==> src/rtl/imem_loader.sv <==
// Program loader: assembles a little-endian byte stream into 32-bit words and writes them
// sequentially into instruction memory, holding the core in reset for the whole load.
module imem_loader #(
  parameter int unsigned              ADDRESS_WIDTH = 32,
  parameter int unsigned              DATA_WIDTH    = 32,
  parameter logic [ADDRESS_WIDTH-1:0] BASE_ADDR     = '0,
  parameter int unsigned              MAX_WORDS     = 256
) (
  input  logic                     clk,
  input  logic                     rst,
  input  logic                     start,
  input  logic [15:0]              len_words,
  input  logic [7:0]               byte_in,
  input  logic                     byte_valid,
  output logic                     byte_ready,
  output logic                     mem_wr_en,
  output logic [ADDRESS_WIDTH-1:0] mem_addr,
  output logic [DATA_WIDTH-1:0]    mem_wdata,
  output logic                     cpu_rst,
  output logic                     busy,
  output logic                     done,
  output logic                     err
);

  typedef enum logic [1:0] {StIdle, StRecv, StWrite, StDone} state_e;

  state_e                  state_q, state_d;
  logic [15:0]             len_q, len_d;
  logic [15:0]             word_idx_q, word_idx_d;
  logic [1:0]              byte_idx_q, byte_idx_d;
  logic [DATA_WIDTH-1:0]   buf_q, buf_d;
  logic                    err_q, err_d;
  logic                    len_ok;
  logic                    last_word;

  assign len_ok    = (len_words != 16'd0) && (32'(len_words) <= MAX_WORDS);
  assign last_word = (word_idx_q == len_q - 16'd1);

  always_comb begin
    state_d    = state_q;
    len_d      = len_q;
    word_idx_d = word_idx_q;
    byte_idx_d = byte_idx_q;
    buf_d      = buf_q;
    err_d      = err_q;
    case (state_q)
      StIdle: begin
        if (start) begin
          if (len_ok) begin
            len_d      = len_words;
            word_idx_d = '0;
            byte_idx_d = '0;
            err_d      = 1'b0;
            state_d    = StRecv;
          end else begin
            err_d = 1'b1;
          end
        end
      end
      StRecv: begin
        if (byte_valid) begin
          buf_d[{byte_idx_q, 3'b000} +: 8] = byte_in;
          byte_idx_d                       = byte_idx_q + 2'd1;
          if (byte_idx_q == 2'd3) begin
            state_d = StWrite;
          end
        end
      end
      StWrite: begin
        if (last_word) begin
          state_d = StDone;
        end else begin
          word_idx_d = word_idx_q + 16'd1;
          byte_idx_d = '0;
          state_d    = StRecv;
        end
      end
      StDone: begin
        state_d = StIdle;
      end
      default: begin
        state_d = StIdle;
      end
    endcase
  end

  always_ff @(posedge clk) begin
    if (rst) begin
      state_q    <= StIdle;
      len_q      <= '0;
      word_idx_q <= '0;
      byte_idx_q <= '0;
      buf_q      <= '0;
      err_q      <= 1'b0;
    end else begin
      state_q    <= state_d;
      len_q      <= len_d;
      word_idx_q <= word_idx_d;
      byte_idx_q <= byte_idx_d;
      buf_q      <= buf_d;
      err_q      <= err_d;
    end
  end

  // Address and data buses are forced to zero outside the write strobe.
  always_comb begin
    byte_ready = (state_q == StRecv);
    mem_wr_en  = (state_q == StWrite);
    mem_addr   = '0;
    mem_wdata  = '0;
    if (mem_wr_en) begin
      mem_addr  = BASE_ADDR + ADDRESS_WIDTH'({word_idx_q, 2'b00});
      mem_wdata = buf_q;
    end
    busy    = (state_q != StIdle);
    done    = (state_q == StDone);
    cpu_rst = rst | busy;
    err     = err_q;
  end

endmodule

==> config.mk <==
export PLATFORM = sky130hd
export DESIGN_NAME = imem_loader
export DESIGN_NICKNAME = d
export VERILOG_FILES = /design/src/rtl/imem_loader.sv
export SDC_FILE = /design/constraint.sdc
export NUM_CORES = 1
export LEC_CHECK = 0
export BUFFER_PORTS_ARGS = -buffer_cell sky130_fd_sc_hd__buf_2
export CAP_MARGIN = 30
export CORE_MARGIN = 1
export CORE_UTILIZATION = 49
export DETAILED_ROUTE_END_ITERATION = 8
export PLACE_DENSITY = 0.76
export SYNTH_ARGS = -nofsm -noshare
export SYNTH_HDL_FRONTEND = slang
export SYNTH_SLANG_ARGS = --single-unit
==> constraint.sdc <==
create_clock -name clk -period 2.65 [get_ports clk]
set_clock_uncertainty 0.1 [all_clocks]
set_input_delay 0 -clock clk [delete_from_list [all_inputs] [get_ports clk]]
set_output_delay 0 -clock clk [all_outputs]
set_load 0.02 [all_outputs]
# --- After elaboration in Yosys (flattened, before gate mapping) ---
# Index checks and enable logic that the tools add are counted.
word_totals:
  regBits: 69
  inputBits: 28
  wordCells: 55
op_classes:
  n_addsub: 4
  magnitude_cmp: 1
  eq_ne: 10
  shift: 2
  mux: 19
  bitwise: 1
  n_reduce_logical: 12
op_table:
  columns: ["op", "count"]
  rows:
  - ["16-bit 2-to-1 mux", 3]
  - ["32-bit bitwise mux", 1]
  - ["32-bit 2-to-1 mux", 1]
  - ["16-bit one-hot mux with 2 select lines", 1]
  - ["8-bit by 7-bit variable shift with 32-bit output, first input constant", 1]
  - ["8-bit by 7-bit indexed part select with 32-bit output", 1]
  - ["18-bit 2-to-1 mux", 1]
  - ["2-bit 2-to-1 mux", 9]
  - ["16-bit by 1-bit adder with 16-bit output, second input constant", 1]
  - ["16-bit == test", 1]
  - ["16-bit by 9-bit <= comparator with 1-bit output, second input constant", 1]
  - ["16-bit nonzero test", 1]
  - ["16-bit by 1-bit subtractor with 16-bit output, second input constant", 1]
  - ["2-bit != test, second input constant", 4]
  - ["2-bit one-hot mux with 4 select lines", 1]
  - ["4-bit AND reduction", 2]
  - ["5-bit negation with 7-bit output", 1]
  - ["2-bit == test, second input constant", 3]
  - ["2-bit one-hot mux with 3 select lines", 1]
  - ["5-bit AND reduction", 1]
  - ["2-bit AND reduction", 2]
  - ["2-bit nonzero test", 2]
  - ["3-bit AND reduction", 1]
  - ["3-bit nonzero test", 1]
  - ["7 further kinds", 7]

# --- Depth between registers and ports, before layout ---
# Gate-level depths: netlist (run 1).
logic_depth:
  ltp_word: 5
  ltp_mapped: 13
  mapped_depth_nobuf: 10

# --- Worst setup path after synthesis (run 1) ---
# No wires, ideal clock.
synth_timing:
  path_type: "reg2reg"
  from: "register len_q[0]"
  to: "register word_idx_q[0]"
  setup_time_ns: 0.067
  arrival_ns: 2.702
  path_slack_ns: -0.219
  stages_incl_launch_ff: 14
  path_buffers: 3
  period_less_slack_ns: 2.869
  path_cell_list: "dfxtp_1 inv_1 ha_1 clkbuf_1 nor4b_2 a31o_2 a21oi_1 o21bai_1 or4_4 o21ai_4 buf_6 buf_8 nand2_2 a21oi_2"
synth_via:
  elab_chain_len: 4
synth_rtl:
  columns: ["item", "line", "text"]
  rows:
  - ["start, declared", "28", "logic [15:0] len_q, len_d;"]
  - ["start signal, assigned", "97", "len_q <= len_d;"]
  - ["16-bit by 1-bit subtractor with 16-bit output", "37", "assign last_word = (word_idx_q == len_q - 16'd1);"]
  - ["16-bit == test", "37", null]
  - ["2-bit != test (no line)", null, null]
  - ["4-bit AND reduction (no line)", null, null]
  - ["end signal, assigned", "98", "word_idx_q <= word_idx_d;"]
  - ["end, declared", "29", "logic [15:0] word_idx_q, word_idx_d;"]
# Every way passes these cells.
# A chain may end at the register's enable or synchronous reset.

# --- Worst setup path after layout (run 1) ---
layout_timing:
  from: "register len_q[6]"
  to: "register word_idx_q[11]"
# The elaborated chain is that of the path after synthesis.

==> results.sh, run 1 <==
export IMPL_finalSetupViolCount=16
export IMPL_synthFlopType="dfxtp_1"
export IMPL_register_area_um2=1380
export IMPL_dp_hpwl_um=7340
export IMPL_final_cells=724
export IMPL_vdd_ir_drop_max_v=0.000259
export IMPL_cts_root_buf="clkbuf_8"
export IMPL_rsz0062_at_grt="true"
export IMPL_drv_slew=0
export IMPL_grt_max_degree=52
export IMPL_setup_worst_path_end_class="flip-flop"
export IMPL_syn_to_final_growth_pct=28.9
export IMPL_crit_top_cell="or4_4"
export IMPL_clock_path_buffers=2
export IMPL_htreeDepth=3
export IMPL_first_pass_iters=4
export IMPL_wl_per_cell_um=14.8
export IMPL_synthSimpleGateAreaFrac=0.344
export IMPL_via_per_inst=5.49
export IMPL_die_w_um=92.2
export IMPL_fillers=648
export IMPL_hold_class="primary input to flip-flop"
export IMPL_layout_commonest_cell="buf_2"
export IMPL_max_cap_viol_count=0
export IMPL_synth_area_um2=3980
export IMPL_cp_slowest_cell="or4_4"
export IMPL_startpoint_type="flip-flop"
export IMPL_dpl_cell_area_um2=4600
export IMPL_multi_input_area_um2=2430
export IMPL_synth_top_family_by_area="simple AND/OR/NAND/NOR gates"
export IMPL_crit_fanout=16
export IMPL_crit_buf_inv=1
export IMPL_clk_latency_ps=360
export IMPL_status="complete, but fails checks"
export IMPL_fmax_mhz=365
export IMPL_layout_common_cells="buf_2, dfxtp_1, and2_1, nand2_1, nand3_1"
export IMPL_place_ws_ps=-144
export IMPL_place_congestion=0.878
export IMPL_muxShareOfSynthArea=0.0280
export IMPL_yosysSeqAreaShare=0.347
export IMPL_synth_compound_area_share=0.154
export IMPL_antenna_found_initial=0
export IMPL_first_iter_violations=215
export IMPL_async_flop_share=0
export IMPL_boundaryPins=98
export IMPL_synthAdderAreaFrac=0.0251
export IMPL_cts_tree="yes"
export IMPL_fin_hold_ws_ps=269
export IMPL_dieArea_um2=8490
export IMPL_p_per_area_nw_per_um2=422
export IMPL_required_ps=2820
export IMPL_clk_pin_slew_ps=90
export IMPL_worstPathCellList="or4_4 -> o41ai_4 -> nand2_1 -> a2bb2oi_1 -> or4_4 -> o21ai_4 -> buf_12 -> nor4_1 -> o21a_1"
export IMPL_drt_wl_total_um=10700
export IMPL_initial_utilization=0.510
export IMPL_critPathKind="flip-flop to flip-flop"
export IMPL_postSynthAreaPerCell_um2=8.05
export IMPL_hold_viol_final=0
export IMPL_cp_slowest_stage_delay_ps=580
export IMPL_power_mw=2.16
export IMPL_grt_pass1_vias=3707
export IMPL_antenna_cells=0
export IMPL_tns_ps=-1070
export IMPL_p_leak_nw=2.21
export IMPL_fin_crit_sh=1.03
export IMPL_numPlacedInstances=683
export IMPL_grt_pass1_wl_um=17500
export IMPL_synth_seq_cells=69
export IMPL_io_buffers=81
export IMPL_synth_edf_count=0
export IMPL_synth_xor_area_frac=0.0308
export IMPL_num_rows=32
export IMPL_period_needed_ps=2740
export IMPL_ys_warnings_count=0
export IMPL_finish_utilization=0.658
export IMPL_relSlewSlack=0.436
export IMPL_critical_path_arrival_ps=2910
export IMPL_synthCells=495
export IMPL_core_um2=7810
export IMPL_clkSinkCount=69
export IMPL_drive_above_1_share=0.277
export IMPL_tightest_slew_ps=843
export IMPL_cp_top_family="simple AND/OR/NAND/NOR gates"
export IMPL_numCtsBuffers=9
export IMPL_drcViolationCount=0
export IMPL_die_h_um=92.2
export IMPL_failed_checks="setup timing"
export IMPL_grt_util_all_layers=0.259
export IMPL_synth_cell_types=61
export IMPL_setup_slack_ps=-88.9
export IMPL_via_count=3976
export IMPL_fin_area_um2=5130
export IMPL_final_nets=653
export IMPL_ant_nets=0
export IMPL_gr_total_overflow=0
[where the power goes]
| part | leakage (nW) | total [mW] | switching [mW] | internal, mW |
|---|---|---|---|---|
| Combinational | 1.53 | 0.119 | 0.0715 | 0.0473 |
| Clock | 0.115 | 1.01 | 0.465 | 0.543 |
| Sequential | 0.557 | 1.04 | 0.000894 | 1.04 |
| Total | 2.21 | 2.16 | 0.538 | 1.63 |
[cell usage after synthesis (2+ instances only)]
master    count  area share
a21oi_2       6       0.013
xor2_1        7       0.015
ha_1          8       0.025
nor3b_1       4      0.0075
nor2b_1       4      0.0063
or4_4         3      0.0085
nand3_1      41       0.052
a21o_1        2      0.0038
o211ai_1      3      0.0057
and4b_1       2      0.0050
or3_1         7       0.011
a21oi_1      44       0.055
o31ai_1       4      0.0075
o21ai_2       5       0.011
buf_4        17       0.032
xnor2_1       7       0.015
nor3_1       10       0.013
a31oi_1       2      0.0031
clkbuf_1     21       0.020
a31o_2        2      0.0044
or4_1        10       0.019
nand2b_1      2      0.0031
nand4_1       6      0.0094
a211oi_1      3      0.0057
inv_1         7      0.0066
and2_1       60       0.094
dfxtp_1      69        0.35
o21ai_0       7      0.0088
nor2_1       23       0.022
o21ba_2       2      0.0050
and3_1       12       0.019
nand2_1      51       0.048
mux2i_1      10       0.025
buf_2         2      0.0025
buf_1         3      0.0028
nor4_1        4      0.0063
[worst min-delay path, cell delays in order]
cell and delay, ps:
buf_2 70, nor4_1 30, nand2_1 60, nor3b_1 60, a21oi_1 250, buf_4 170, nor3_1 40
[metal layers]
metal,wire length (µm),GRT usage,vias to the layer above
li1,-,-,1946
met1,4980,0.335,1870
met2,5030,0.427,134
met3,491,0.0439,26
met4,247,0.107,0
met5,0,0,-
[registers in the layout, indices dropped and copies added, names as in the netlist]
name        cells
word_idx_q     16
byte_idx_q      2
state_q         2
len_q          16
err             1
buf_q          32
[area by class of cell]
class / count / area share
repair buffers: 141 / 0.183
clock inverters: 7 / 0.0202
inverters: 7 / 0.00512
flip-flops and latches: 69 / 0.269
clock buffers: 9 / 0.0241
well taps: 102 / 0.0249
multi-input cells: 389 / 0.473
[kinds of logic after synthesis]
| kind of cell | count (synthesis) |
|---|---|
| simple gates | 247 |
| compound gates | 93 |
| flops | 69 |
| buf+inv | 52 |
| xor+xnor | 14 |
| mux | 11 |
| fa+ha+maj | 8 |
| other cells | 1 |
[repair_timing]
| item | 4_1_cts | 5_1_grt |
|---|---|---|
| setup endpoints to repair | 18 | 18 |
| resized for setup | 5 | 7 |
| hold endpoints to repair | 46 | 0 |
| pin swaps | 10 | 0 |
| hold buffers | 21 | 0 |
| buffers inserted | 3 | 0 |
| gates cloned | 0 | 1 |
[path summary, 6_finish.rpt]
kind                              start                           to  slack (ps)  cells after the start
hold reg to reg   buf_q[0]$_SDFFE_PP0P_        buf_q[0]$_SDFFE_PP0P_         350                      2
setup / recovery  len_q[6]$_SDFFE_PP0P_  word_idx_q[11]$_SDFFE_PP0P_         -90                      9
setup reg to reg  len_q[6]$_SDFFE_PP0P_  word_idx_q[11]$_SDFFE_PP0P_         -90                      9
hold / removal             len_words[9]      state_q[1]$_SDFFE_PP0P_         270                      7
Power figures use the tool's default switching activity.
==> inputs of run 2 (changes only) <==
- CORE_ASPECT_RATIO: not set -> 1.5
- PLACE_DENSITY: 0.76 -> 0.85
==> results.sh, run 2 (synthesis results as in run 1) <==
export IMPL_cp_slowest_cell="or4_4"
export IMPL_htreeDepth=3
export IMPL_setup_slack_ps=-296
export IMPL_via_count=4249
export IMPL_largest_register_ffs=32
export IMPL_drive_above_1_share=0.317
export IMPL_gr_total_overflow=0
export IMPL_crit_buf_inv=2
export IMPL_dieArea_um2=8500
export IMPL_boundaryPins=98
export IMPL_min_delay_path_depth=2
export IMPL_numCtsBuffers=9
export IMPL_clk_latency_ps=330
export IMPL_dpl_cell_area_um2=4700
export IMPL_finish_utilization=0.705
export IMPL_reg2reg_setup_slack_ps=-300
export IMPL_status="complete, but fails checks"
export IMPL_relSlewSlack=0.383
export IMPL_period_needed_ps=2950
export IMPL_drv_slew=0
export IMPL_failed_checks="setup timing"
export IMPL_cts_tree="yes"
export IMPL_regMostFlops="buf_q"
export IMPL_power_mw=2.54
export IMPL_grt_max_degree=52
export IMPL_via_per_inst=5.77
export IMPL_p_switching_mw=0.535
export IMPL_crit_fanout=7
export IMPL_clkSinkCount=69
export IMPL_antenna_found_initial=0
export IMPL_place_ws_ps=-205
export IMPL_fillers=551
export IMPL_largest_registers="buf_q (32), len_q (16), word_idx_q (16)"
export IMPL_r2r_end="word_idx_q[8]$_SDFFE_PP0P_"
export IMPL_p_per_area_nw_per_um2=464
export IMPL_r2r_start="len_q[4]$_SDFFE_PP0P_"
export IMPL_startpoint_type="flip-flop"
export IMPL_dp_hpwl_um=7920
export IMPL_syn_to_final_growth_pct=37.3
export IMPL_drcViolationCount=0
export IMPL_tns_ps=-4370
export IMPL_multi_input_area_um2=2510
export IMPL_antenna_cells=0
export IMPL_die_w_um=75.6
export IMPL_ant_nets=0
export IMPL_fin_hold_ws_ps=192
export IMPL_first_pass_iters=5
export IMPL_fmax_mhz=339
export IMPL_max_cap_viol_count=0
export IMPL_layout_common_cells="buf_2, dfxtp_1, and2_1, nand2_1, buf_4"
export IMPL_register_area_um2=1390
export IMPL_final_nets=666
export IMPL_layout_commonest_cell="buf_2"
export IMPL_hold_start="rst"
export IMPL_drt_wl_total_um=12500
export IMPL_required_ps=2770
export IMPL_power_frac_seq=0.410
export IMPL_first_iter_violations=226
export IMPL_hold_class="primary input to flip-flop"
export IMPL_grt_util_all_layers=0.287
export IMPL_numPlacedInstances=696
export IMPL_vdd_ir_drop_max_v=0.000578
export IMPL_critPathKind="flip-flop to flip-flop"
export IMPL_clkPwrFrac=0.543
export IMPL_grt_pass1_wl_um=18500
export IMPL_final_cells=737
export IMPL_intPower_mw=2.00
export IMPL_clock_path_buffers=2
export IMPL_cts_root_buf="clkbuf_16"
export IMPL_critical_path_arrival_ps=3070
export IMPL_clk_pin_slew_ps=60
export IMPL_rsz0062_at_grt="true"
export IMPL_r2r_cells=10
export IMPL_fin_area_um2=5470
export IMPL_cp_slowest_stage_delay_ps=570
export IMPL_place_congestion=0.878
export IMPL_io_buffers=81
export IMPL_die_h_um=112
export IMPL_fin_crit_sh=1.11
export IMPL_whs_endpoint="len_q[6]$_SDFFE_PP0P_"
export IMPL_wl_per_cell_um=16.9
export IMPL_grt_pass1_vias=4044
export IMPL_num_rows=39
export IMPL_comb_power_share=0.047
export IMPL_core_um2=7760
export IMPL_crit_top_cell="or4_4"
export IMPL_tightest_slew_ps=926
export IMPL_swShare=0.211
export IMPL_finalSetupViolCount=18
export IMPL_setup_worst_path_end_class="flip-flop"
export IMPL_p_leak_nw=2.36
export IMPL_cp_top_family="simple AND/OR/NAND/NOR gates"
export IMPL_initial_utilization=0.513
export IMPL_hold_viol_final=0
export IMPL_worstPathCellList="or4_4 -> nor4_4 -> and3_1 -> o21bai_1 -> or4_4 -> o21ai_4 -> buf_12 -> buf_6 -> or3_4 -> a21oi_2"
## run 2: area by class of cell
cell class	count	share of cell area
Clock buffer	10	0.0419
Clock inverter	6	0.0204
Inverter	7	0.00572
Multi-Input combinational cell	389	0.460
Sequential cell	69	0.254
Tap cell	102	0.0233
Timing Repair Buffer	154	0.195
## run 2: layer usage
layer | wire, µm | share of wire | GRT usage
met1 | 4420 | 0.35 | 0.288
met5 | 0 | 0 | 0
met2 | 6700 | 0.54 | 0.511
met4 | 694 | 0.056 | 0.183
met3 | 657 | 0.053 | 0.0637
## run 2: power groups by stage
stage | Combinational [mW] | Sequential [mW] | Clock, mW
final | 0.120 | 1.04 | 1.38
after global routing | 0.127 | 1.04 | 1.42
after CTS | 0.113 | 1.04 | 1.38
after detailed placement | 0.0912 | 1.06 | 0
after global placement | 0.0896 | 1.06 | 0
after floorplan | 0.0655 | 1.06 | 0
## run 2: what timing repair did
| item | in CTS | in global routing |
|---|---|---|
| hold buffers | 19 | 0 |
| cloned | 0 | 2 |
| setup endpoints to repair | 18 | 19 |
| endpoints found under the hold margin | 44 | 0 |
| resized for setup | 12 | 28 |
| setup buffers | 3 | 2 |
| pin swaps | 3 | 22 |
## run 2: worst max path at each step
stage                                      from                          end  cells after the start
after global placement    len_q[1]$_SDFFE_PP0P_   word_idx_q[1]$_SDFFE_PP0P_                     12
after global routing      len_q[3]$_SDFFE_PP0P_   word_idx_q[8]$_SDFFE_PP0P_                     10
final                     len_q[4]$_SDFFE_PP0P_   word_idx_q[8]$_SDFFE_PP0P_                     10
after CTS                 len_q[0]$_SDFFE_PP0P_   word_idx_q[4]$_SDFFE_PP0P_                     10
after detailed placement  len_q[2]$_SDFFE_PP0P_  word_idx_q[15]$_SDFFE_PP0P_                     10
after floorplan           len_q[2]$_SDFFE_PP0P_   word_idx_q[0]$_SDFFE_PP0P_                     11
## run 2: worst register-to-register path: stages, from the launching register on
cell and delay [ps]:
dfxtp_1 370, or4_4 520, nor4_4 280, and3_1 190, o21bai_1 60, or4_4 570
o21ai_4 320, buf_12 170, buf_6 100, or3_4 110, a21oi_2 50
==> inputs of run 3 (changes only) <==
==> constraint.sdc (replaced) <==
create_clock -name clk -period 2.65 [get_ports clk]
set_clock_uncertainty 0.1 [all_clocks]
set_input_delay 0.265 -clock clk [delete_from_list [all_inputs] [get_ports clk]]
set_output_delay 0.265 -clock clk [all_outputs]
set_load 0.02 [all_outputs]
==> results.sh, run 3 (synthesis results as in run 1) <==
export IMPL_required_ps=2820
export IMPL_numCtsBuffers=9
export IMPL_p_per_area_nw_per_um2=464
export IMPL_dieArea_um2=8500
export IMPL_initial_utilization=0.513
export IMPL_crit_top_cell="or4_4"
export IMPL_via_per_inst=5.71
export IMPL_wl_per_cell_um=16.0
export IMPL_finish_utilization=0.682
export IMPL_largest_registers="buf_q (32), len_q (16), word_idx_q (16)"
export IMPL_critical_path_arrival_ps=3080
export IMPL_tns_ps=-3310
export IMPL_fin_hold_ws_ps=122
export IMPL_dp_hpwl_um=8010
export IMPL_drv_slew=0
export IMPL_fmax_mhz=344
export IMPL_numPlacedInstances=704
export IMPL_drive_above_1_share=0.337
export IMPL_r2r_end="word_idx_q[13]$_SDFFE_PP0P_"
export IMPL_grt_max_degree=52
export IMPL_regMostFlops="buf_q"
export IMPL_met1_length_um=4300
export IMPL_num_rows=39
export IMPL_cp_slowest_stage_delay_ps=580
export IMPL_min_delay_path_depth=3
export IMPL_highest_layer="met4"
export IMPL_period_needed_ps=2900
export IMPL_clk_latency_ps=340
export IMPL_layout_common_cells="buf_2, dfxtp_1, and2_1, buf_4, nand2_1"
export IMPL_startpoint_type="flip-flop"
export IMPL_htreeDepth=3
export IMPL_layout_commonest_cell="buf_2"
export IMPL_rsz0062_at_grt="true"
export IMPL_core_um2=7760
export IMPL_io_buffers=81
export IMPL_first_iter_violations=261
export IMPL_die_h_um=112
export IMPL_whs_endpoint="err$_SDFFE_PP0P_"
export IMPL_grt_pass1_vias=3864
export IMPL_boundaryPins=98
export IMPL_max_cap_viol_count=0
export IMPL_clk_pin_slew_ps=60
export IMPL_grt_util_all_layers=0.276
export IMPL_cp_slowest_cell="or4_4"
export IMPL_r2r_start="len_q[1]$_SDFFE_PP0P_"
export IMPL_reg2reg_setup_slack_ps=-250
export IMPL_die_w_um=75.6
export IMPL_hold_start="start"
export IMPL_antenna_cells=0
export IMPL_antenna_found_initial=0
export IMPL_hold_class="primary input to flip-flop"
export IMPL_holdBufCountCts=0
export IMPL_final_nets=658
export IMPL_syn_to_final_growth_pct=32.8
export IMPL_p_leak_nw=2.30
export IMPL_failed_checks="setup timing"
export IMPL_cts_root_buf="clkbuf_16"
export IMPL_fin_area_um2=5290
export IMPL_worstPathCellList="or4_4 -> o41ai_4 -> nand2_1 -> a2bb2oi_1 -> or4_4 -> o21ai_4 -> clkbuf_16 -> buf_8 -> buf_6 -> o21ai_2 -> a21oi_2"
export IMPL_status="complete, but fails checks"
export IMPL_finalSetupViolCount=18
export IMPL_place_congestion=0.916
export IMPL_r2r_cells=11
export IMPL_clock_path_buffers=2
export IMPL_ant_nets=0
export IMPL_drcViolationCount=0
export IMPL_hold_viol_final=0
export IMPL_first_pass_iters=6
export IMPL_dpl_cell_area_um2=4760
export IMPL_cts_tree="yes"
export IMPL_tightest_slew_ps=571
export IMPL_met3WireLength_um=592
export IMPL_via_count=4155
export IMPL_clkSinkCount=69
export IMPL_crit_fanout=6
export IMPL_met2WireLength_um=6280
export IMPL_setup_slack_ps=-254
export IMPL_grt_pass1_wl_um=18000
export IMPL_gr_total_overflow=0
export IMPL_power_mw=2.45
export IMPL_final_cells=728
export IMPL_setup_worst_path_end_class="flip-flop"
export IMPL_vdd_ir_drop_max_v=0.000465
export IMPL_place_ws_ps=-233
export IMPL_relSlewSlack=0.619
export IMPL_fin_crit_sh=1.10
export IMPL_largest_register_ffs=32
export IMPL_drt_wl_total_um=11700
export IMPL_critPathKind="flip-flop to flip-flop"
## run 3: changes by cell type in the layout (fill, tap and decap cells not counted), sizes merged
cell	change
clkinv	-2
clkbuf	-1
buf	+12
bufinv	-1
dlygate4sd3	-19
inv	+1
clkinvlp	+1
## run 3: how the worst max path moves through the flow
stage | startpoint | end | slack [ps] | depth (start not counted)
2_1_floorplan | len_q[2]$_SDFFE_PP0P_ | word_idx_q[0]$_SDFFE_PP0P_ | -100 | 11
3_3_place_gp | len_words[0] | word_idx_q[15]$_SDFFE_PP0P_ | -130 | 10
3_5_place_dp | len_words[4] | word_idx_q[14]$_SDFFE_PP0P_ | -230 | 10
4_1_cts | len_q[2]$_SDFFE_PP0P_ | word_idx_q[0]$_SDFFE_PP0P_ | -200 | 10
5_1_grt | len_q[1]$_SDFFE_PP0P_ | word_idx_q[13]$_SDFFE_PP0P_ | -350 | 15
6_report | len_q[1]$_SDFFE_PP0P_ | word_idx_q[13]$_SDFFE_PP0P_ | -250 | 11
## run 3: area by class of cell
class | count | area [µm²]
repair buffers | 146 | 933
multi-input cells | 389 | 2490
fillers | 592 | 2470
well taps | 102 | 128
flip-flops and latches | 69 | 1390
clock inverters | 5 | 83.8
inverters | 7 | 26.3
clock buffers | 10 | 239
## run 3: per-layer routing
layer,track usage,vias up
met4,0.138,0
li1,-,1966
met3,0.0646,44
met5,0,-
met1,0.298,1956
met2,0.485,189
## run 3: power breakdown
| part | leakage (nW) | internal [mW] | total (mW) | switching (mW) |
|---|---|---|---|---|
| combinational | 1.59 | 0.0353 | 0.107 | 0.0715 |
| sequential | 0.558 | 1.04 | 1.04 | 0.000883 |
| clock | 0.151 | 0.847 | 1.31 | 0.458 |
| total | 2.30 | 1.92 | 2.45 | 0.531 |
## run 3: repair_timing
action	4_1_cts	5_1_grt
hold endpoints to repair	0	0
pin swaps	4	18
gates resized for setup	9	30
gates cloned	1	0
endpoints found under the setup margin	18	19
buffers inserted	2	7
## run 3: critical path, delay by kind of cell, from the launching register on
kind                   cells  cell delay (ps)
buffers and inverters      3              390
and+or+nand+nor            3             1240
AOI/OAI and AO/OA          5              800
DFF                        1              320
